### config.mk
export PLATFORM = sky130hd
export DESIGN_NAME = descrambler_mlane
export DESIGN_NICKNAME = d
export VERILOG_FILES = /design/src/rtl/descr_pkg.sv /design/src/rtl/block_lock_fsm.sv /design/src/rtl/descrambler_mlane.sv
export SDC_FILE = /design/constraint.sdc
export NUM_CORES = 1
export LEC_CHECK = 0
export ABC_AREA = 1
export BUFFER_PORTS_ARGS = -buffer_cell sky130_fd_sc_hd__buf_2
export CAP_MARGIN = 20
export CORE_ASPECT_RATIO = 1.25
export CORE_UTILIZATION = 61
export CTS_CLUSTER_SIZE = 16
export DETAILED_ROUTE_END_ITERATION = 16
export PLACE_DENSITY = 0.86
export RECOVER_POWER = 100
export SLEW_MARGIN = 15
export SYNTH_ARGS = -nofsm -noshare
export SYNTH_HDL_FRONTEND = slang
export SYNTH_HIERARCHICAL = 1
export SYNTH_SLANG_ARGS = --single-unit
### constraint.sdc
create_clock -name clk -period 4.7 [get_ports clk]
set_clock_uncertainty 0.05 [all_clocks]
set_input_delay 0.47 -clock clk [delete_from_list [all_inputs] [get_ports clk]]
set_output_delay 0.47 -clock clk [all_outputs]
set_load 0.02 [all_outputs]
### src/rtl/descr_pkg.sv
// Shared definitions for the multi-lane 64b/66b receive descrambler:
// sync-header codes, lock FSM states and the x^58 + x^39 + 1 tap positions.
package descr_pkg;

   // Valid sync headers; 2'b00 and 2'b11 are illegal on the line.
   localparam logic [1:0] SH_DATA = 2'b01;
   localparam logic [1:0] SH_CTRL = 2'b10;

   // Zero-based taps into the descrambler history (s[0] = newest bit).
   localparam int TAP0    = 38;
   localparam int TAP1    = 57;
   localparam int STATE_W = TAP1 + 1;

   typedef enum logic [1:0] {
      HUNT   = 2'd0,
      LOCKED = 2'd1,
      SLIP   = 2'd2
   } lock_state_t;

   // A header is good when exactly one of its two bits is set.
   function automatic logic sh_good(input logic [1:0] sh);
      return (sh == SH_DATA) || (sh == SH_CTRL);
   endfunction

endpackage

### src/rtl/block_lock_fsm.sv
// Per-lane 64b/66b block-lock state machine. Hunts for LOCK_CNT consecutive
// good sync headers, then monitors WIN-header windows and drops lock when
// BAD_MAX bad headers land inside one window. Every loss of lock passes
// through a single-cycle SLIP state that asks the gearbox to shift by one bit.
module block_lock_fsm
   import descr_pkg::*;
#(
   parameter int LOCK_CNT = 64,
   parameter int WIN      = 64,
   parameter int BAD_MAX  = 16
) (
   input  logic       clk,
   input  logic       nreset,
   input  logic       valid_i,
   input  logic [1:0] head_i,
   output logic       lock_o,
   output logic       slip_o,
   output logic       locked_q
);

   localparam int GOOD_W = $clog2(LOCK_CNT + 1);
   localparam int WIN_W  = $clog2(WIN + 1);
   localparam int BAD_W  = $clog2(BAD_MAX + 1);

   lock_state_t       state_q;
   logic [GOOD_W-1:0] good_cnt_q;
   logic [WIN_W-1:0]  win_cnt_q;
   logic [WIN_W-1:0]  win_cnt_d;
   logic [BAD_W-1:0]  bad_cnt_q;
   logic [BAD_W-1:0]  bad_cnt_d;
   logic              lock_q;
   logic              slip_q;
   logic              head_bad;
   logic              last_good;
   logic              bad_limit;
   logic              win_end;

   // Candidate counter values for the header currently presented while locked.
   assign head_bad  = !sh_good(head_i);
   assign win_cnt_d = win_cnt_q + WIN_W'(1);
   assign bad_cnt_d = bad_cnt_q + BAD_W'(head_bad);
   assign last_good = (good_cnt_q == GOOD_W'(LOCK_CNT - 1));
   assign bad_limit = (bad_cnt_d == BAD_W'(BAD_MAX));
   assign win_end   = (win_cnt_d == WIN_W'(WIN));

   // Lock state, counters and registered status outputs in one sequential block.
   // NOTE: sequential state uses non-blocking assignments so every register
   // samples the pre-edge values regardless of statement order.
   always_ff @(posedge clk or negedge nreset) begin
      if (!nreset) begin
         state_q    <= HUNT;
         good_cnt_q <= '0;
         win_cnt_q  <= '0;
         bad_cnt_q  <= '0;
         lock_q     <= 1'b0;
         slip_q     <= 1'b0;
      end else begin
         case (state_q)
            HUNT: begin
               if (valid_i) begin
                  if (head_bad) begin
                     state_q    <= SLIP;
                     slip_q     <= 1'b1;
                     good_cnt_q <= '0;
                  end else if (last_good) begin
                     state_q    <= LOCKED;
                     lock_q     <= 1'b1;
                     good_cnt_q <= '0;
                     win_cnt_q  <= '0;
                     bad_cnt_q  <= '0;
                  end else begin
                     good_cnt_q <= good_cnt_q + GOOD_W'(1);
                  end
               end
            end
            LOCKED: begin
               if (valid_i) begin
                  // Too many bad headers wins over a coincident window end.
                  if (bad_limit) begin
                     state_q   <= SLIP;
                     lock_q    <= 1'b0;
                     slip_q    <= 1'b1;
                     win_cnt_q <= '0;
                     bad_cnt_q <= '0;
                  end else if (win_end) begin
                     win_cnt_q <= '0;
                     bad_cnt_q <= '0;
                  end else begin
                     win_cnt_q <= win_cnt_d;
                     bad_cnt_q <= bad_cnt_d;
                  end
               end
            end
            SLIP: begin
               // One cycle only; any header seen here is deliberately ignored.
               state_q    <= HUNT;
               slip_q     <= 1'b0;
               lock_q     <= 1'b0;
               good_cnt_q <= '0;
               win_cnt_q  <= '0;
               bad_cnt_q  <= '0;
            end
            default: begin
               state_q    <= HUNT;
               slip_q     <= 1'b0;
               lock_q     <= 1'b0;
               good_cnt_q <= '0;
               win_cnt_q  <= '0;
               bad_cnt_q  <= '0;
            end
         endcase
      end
   end

   assign lock_o   = lock_q;
   assign slip_o   = slip_q;
   assign locked_q = lock_q;

endmodule

### src/rtl/descrambler_mlane.sv
// LANE_N independent 64b/66b receive lanes. Each lane runs a self-synchronising
// x^58 + x^39 + 1 descrambler over its payload, passes the sync header through,
// registers the results and tracks block lock with its own block_lock_fsm.
module descrambler_mlane
   import descr_pkg::*;
#(
   parameter int LANE_N   = 4,
   parameter int DATA_W   = 64,
   parameter int LOCK_CNT = 64,
   parameter int WIN      = 64,
   parameter int BAD_MAX  = 16
) (
   input  logic                     clk,
   input  logic                     nreset,
   input  logic [LANE_N-1:0]        valid_i,
   input  logic [2*LANE_N-1:0]      head_i,
   input  logic [DATA_W*LANE_N-1:0] data_i,
   input  logic                     bypass_i,
   output logic [LANE_N-1:0]        valid_o,
   output logic [2*LANE_N-1:0]      head_o,
   output logic [DATA_W*LANE_N-1:0] data_o,
   output logic [LANE_N-1:0]        lock_o,
   output logic [LANE_N-1:0]        slip_o
);

   // Offsets into the extended vector {payload, reversed history} for the taps.
   localparam int OFF0 = STATE_W - TAP0 - 1;
   localparam int OFF1 = STATE_W - TAP1 - 1;
   localparam int EXT_W = DATA_W + STATE_W;

   for (genvar l = 0; l < LANE_N; l++) begin : g_lane

      logic [DATA_W-1:0]  din;
      logic [DATA_W-1:0]  desc;
      logic [EXT_W-1:0]   ext;
      logic [STATE_W-1:0] scr_q;
      logic [STATE_W-1:0] scr_d;
      logic [DATA_W-1:0]  data_q;
      logic [1:0]         head_q;
      logic               valid_q;
      logic               locked;

      assign din = data_i[DATA_W*l +: DATA_W];

      // Parallel descramble: lay history (oldest first) under the payload so
      // bit i sees x(i-39) at ext[i+OFF0] and x(i-58) at ext[i+OFF1].
      // NOTE: every combinational output gets a default first so no path can
      // leave it unassigned and infer a latch.
      always_comb begin
         ext   = '0;
         desc  = '0;
         scr_d = '0;
         for (int k = 0; k < STATE_W; k++) begin
            ext[k]   = scr_q[STATE_W-1-k];
            scr_d[k] = din[DATA_W-1-k];
         end
         ext[STATE_W +: DATA_W] = din;
         for (int i = 0; i < DATA_W; i++) begin
            desc[i] = din[i] ^ ext[i+OFF0] ^ ext[i+OFF1];
         end
      end

      // Scrambler history and output registers; history tracks every valid
      // block even while unlocked or bypassed so it is ready when needed.
      // NOTE: the history is reset to all ones because that seed defines the
      // first 58 descrambled bits after reset, unlike plain data registers.
      always_ff @(posedge clk or negedge nreset) begin
         if (!nreset) begin
            scr_q   <= '1;
            data_q  <= '0;
            head_q  <= '0;
            valid_q <= 1'b0;
         end else begin
            valid_q <= valid_i[l] && locked;
            if (valid_i[l]) begin
               scr_q  <= scr_d;
               head_q <= head_i[2*l +: 2];
               data_q <= bypass_i ? din : desc;
            end
         end
      end

      block_lock_fsm #(
         .LOCK_CNT (LOCK_CNT),
         .WIN      (WIN),
         .BAD_MAX  (BAD_MAX)
      ) u_lock (
         .clk      (clk),
         .nreset   (nreset),
         .valid_i  (valid_i[l]),
         .head_i   (head_i[2*l +: 2]),
         .lock_o   (lock_o[l]),
         .slip_o   (slip_o[l]),
         .locked_q (locked)
      );

      assign data_o[DATA_W*l +: DATA_W] = data_q;
      assign head_o[2*l +: 2]           = head_q;
      assign valid_o[l]                 = valid_q;

   end

endmodule
==> results.cfg <==
[outcome]
outcome = finished with violations
failing_checks = capacitance limit, slew limit

[synthesis]
synth_area_per_cell_sq_um = 7.587
synth-seq-area-share_pct = 48.17
syn-cell-area_sq_um = 31360
netlist-cell-type-count = 39
number_of_nets_in_the_synthesized_netlist = 4420
number_of_warning_messages_in_the_yosys_log = 6
synth_async_reset_ratio_pct = 100.0
gate_count_after_technology_mapping = 4133
synth_edf_count = 0
ys_ff_latch = 592
synth_ff_type = sky130_fd_sc_hd__dfrtp_1

[power_and_ir_drop]
cellLeakagePower_uw = 0.01811
vdd_drop_max_uv = 410.1
cellPowerDensity_nw_per_um2 = 417.7

[worst_setup_path]
worst_path_max_delay_cell = sky130_fd_sc_hd__clkbuf_1
max_incr_delay_on_cp_ns = 1.38
crit_path_cell_trace = clkbuf_1, inv_8, clkbuf_1, nand3_1, nand2_1, nand3_1
start_kind = primary input
crit_path_max_fanout = 143
critical_path_buf_inv_count = 3
worstPathArrival_ns = 3.54
end_kind = flip-flop
worst_path_dominant_cell_family = buffers and inverters
worstPathRequired_ns = 5.13
setup.worst_path.class = primary input to flip-flop

[timing]
highest_achievable_clock_rate_mhz = 322.1
final_hold_viol_count = 0
timing.max_slew.rel_slack_pct = -33.29
min_period_ns = 3.105
setup_viol = 0
fin_crit_sh_pct = 66.06
rsz0062_at_grt = false
timing_max_transition_violations_final = 508
max_slew.worst_pin.slew_ns = 1.999
finalSetupTns_ns = 0

[clocking]
cts_buffers = 59
clock_sink_count = 592
post_cts_resize_count = 0
clock_latency_reported_for_the_late_side_of_the_worst_skew_pair_ns = 0.63
cts_htree_levels = 2
count_of_hold_fix_buffers_inserted_at_cts = 1
clock_tree.buffer_depth = 3
cts.clk_slew.worst_paths_ns = 0.06
cts.root.buffer_cell = sky130_fd_sc_hd__clkbuf_16
cts_post_setup_buffers_inserted = 0
cts_tree = yes

[global_route]
grt_max_degree = 144
globalRouteTotalUtil_pct = 35.05
grt_overflow = 0
grt_first_pass_wirelength_mm = 147.6
grt_antenna_before_repair = 27
via_count_of_the_first_global_routing_pass = 29050

[cells_and_area]
utilization_pct = 70.87
nFillCells = 4134
layout.nets = 4873
drive_above_1_share_pct = 15.14
layout.cells.most_common_list = sky130_fd_sc_hd__nand2_1 (1149), sky130_fd_sc_hd__nand3_1 (739), sky130_fd_sc_hd__inv_1 (447)
flow.area_growth_from_synthesis_pct = 14.48
final_cell_area_sq_um = 35890
mostFrequentLayoutCell = sky130_fd_sc_hd__nand2_1

[routing]
via_per_inst = 5.797
drt_drc_violations_left = 0
detailroute.via_count = 30810
antenna_left = 0
first_pass_iteration_count_of_the_detailed_router = 6
wl_mm = 92.39
routed_wire_length_per_instance_microns = 17.38
detailedRoute.firstIterationViolations = 2798

[floorplanning]
ios = 547
row_cnt = 92
die_width_microns = 204.8
dieArea_sq_um = 52320
floorplan.initialDensity_pct = 61.91
core_area_sq_um = 50650
dieHeight_microns = 255.5

[min_path]
class_of_the_tightest_hold_or_removal_check = primary input to flip-flop

[placement]
dp_hpwl_mm = 65.14
place_congestion = 0.9121
detailed_place.area_sq_um = 34230
place.port_buffers = 546

[job]
max-cap-violations = 11
## worst min-delay path, delay by kind of cell
family	cells	cell delay (ns)
buffers and inverters	1	0.09
and+or+nand+nor	2	0.11
## per-stage QoR
step | hold slack, ns | cells | power, uW | setup WS (ns)
floorplan | 0.1244 | 4133 | 8742 | 2.552
global placement | 0.4008 | 5182 | 9821 | 2.212
detailed placement | 0.4076 | 5182 | 9920 | 2.171
CTS | 0.01454 | 5295 | 15170 | 2.689
global route | 0.03525 | 5313 | 15720 | 1.275
finish | 0.03630 | 5315 | 14990 | 1.595
## routing by layer
metal,vias up,track usage [%],share of wire (%)
met1,14550,42.79,38
met3,341,7.832,7.9
met4,14,21.19,6.3
met5,-,0,0.10
li1,14550,-,-
met2,1354,56.38,48
## final timing paths
check	slack [ns]	cells past startpoint	end	startpoint
max in group asynchronous	1.77	3	g_lane[2].data_q[48]	nreset
worst max register to register	1.70	9	g_lane[2].u_lock/win_cnt_q[4]	g_lane[2].u_lock/good_cnt_q[0]
worst min register to register	0.43	2	g_lane[1].data_q[4]	g_lane[1].data_q[4]
min in group asynchronous	0.42	2	g_lane[2].u_lock/bad_cnt_q[3]	nreset
worst min-delay path	0.04	3	g_lane[1].head_q[1]	head_i[3]
worst max-delay path	1.60	6	g_lane[0].data_q[45]	bypass_i
## flip-flops by register name, summed over array words and instances (netlist names)
name,count
g_lane.data_q,256
g_lane.scr_q,232
g_lane.u_lock/good_cnt_q,28
g_lane.u_lock/win_cnt_q,28
g_lane.u_lock/bad_cnt_q,20
g_lane.head_q,8
g_lane.u_lock/state_q,8
g_lane.u_lock/lock_o,4
g_lane.u_lock/slip_o,4
g_lane.valid_q,4
## synth_stat cells, types with 3 or more instances
library cell               number  area (sq um)
sky130_fd_sc_hd__nand3_2        5         50.05
sky130_fd_sc_hd__o21ai_1        7         35.03
sky130_fd_sc_hd__nor3_1         3         15.01
sky130_fd_sc_hd__or2_2         73         456.7
sky130_fd_sc_hd__inv_1        444          1667
sky130_fd_sc_hd__dfstp_2      232          6096
sky130_fd_sc_hd__a21oi_1      175         875.8
sky130_fd_sc_hd__xor2_1        14         122.6
sky130_fd_sc_hd__ha_1          16         200.2
sky130_fd_sc_hd__nand3_1      737          3689
sky130_fd_sc_hd__o21ai_0      103         515.5
sky130_fd_sc_hd__clkbuf_1      21         78.83
sky130_fd_sc_hd__nand2_1     1144          4294
sky130_fd_sc_hd__nor2_4         7         78.83
sky130_fd_sc_hd__o21bai_1       5         37.54
sky130_fd_sc_hd__nand3b_1       5         37.54
sky130_fd_sc_hd__xnor2_2        3         48.80
sky130_fd_sc_hd__dfrtp_1      360          9009
sky130_fd_sc_hd__buf_6         11         123.9
sky130_fd_sc_hd__nand2_2        9         56.30
sky130_fd_sc_hd__o21a_1         3         22.52
sky130_fd_sc_hd__buf_2        128         640.6
sky130_fd_sc_hd__nor2_1       298          1119
sky130_fd_sc_hd__nor2_2         3         18.77
sky130_fd_sc_hd__buf_4         21         157.7
sky130_fd_sc_hd__inv_2         14         52.55
sky130_fd_sc_hd__nand4_1      277          1733
## power by group
| part | switching, uW | internal, uW | leakage (uW) | total, uW |
|---|---|---|---|---|
| Clock | 2100 | 3130 | 0.00106 | 5230 |
| Combinational | 2390 | 968 | 0.0101 | 3360 |
| Sequential | 518 | 5880 | 0.00696 | 6400 |
| Total | 5010 | 9980 | 0.0181 | 15000 |
## final cells by class
class                      instances  area (sq um)  share of cell area (%)
timing repair buffer             574          2605                   7.257
tap                              658         823.3                   2.294
sequential                       592         15100                   42.08
multi-input combinational       2901         13420                   37.40
antenna                           20         50.05                  0.1394
inverter                         458          1739                   4.845
clock inverter                    25         395.4                   1.102
clock buffer                      87          1753                   4.884
## cell families after synthesis
family	Yosys count	synth area share (%)
and+or+nand+nor	2568	37.02
xor gates and xnor gates	18	0.5746
buffers and inverters	640	8.687
adders and majority gates	16	0.6385
DFF	592	48.17
AOI/OAI and AO/OA	299	4.912
Power figures use the tool's default switching activity.
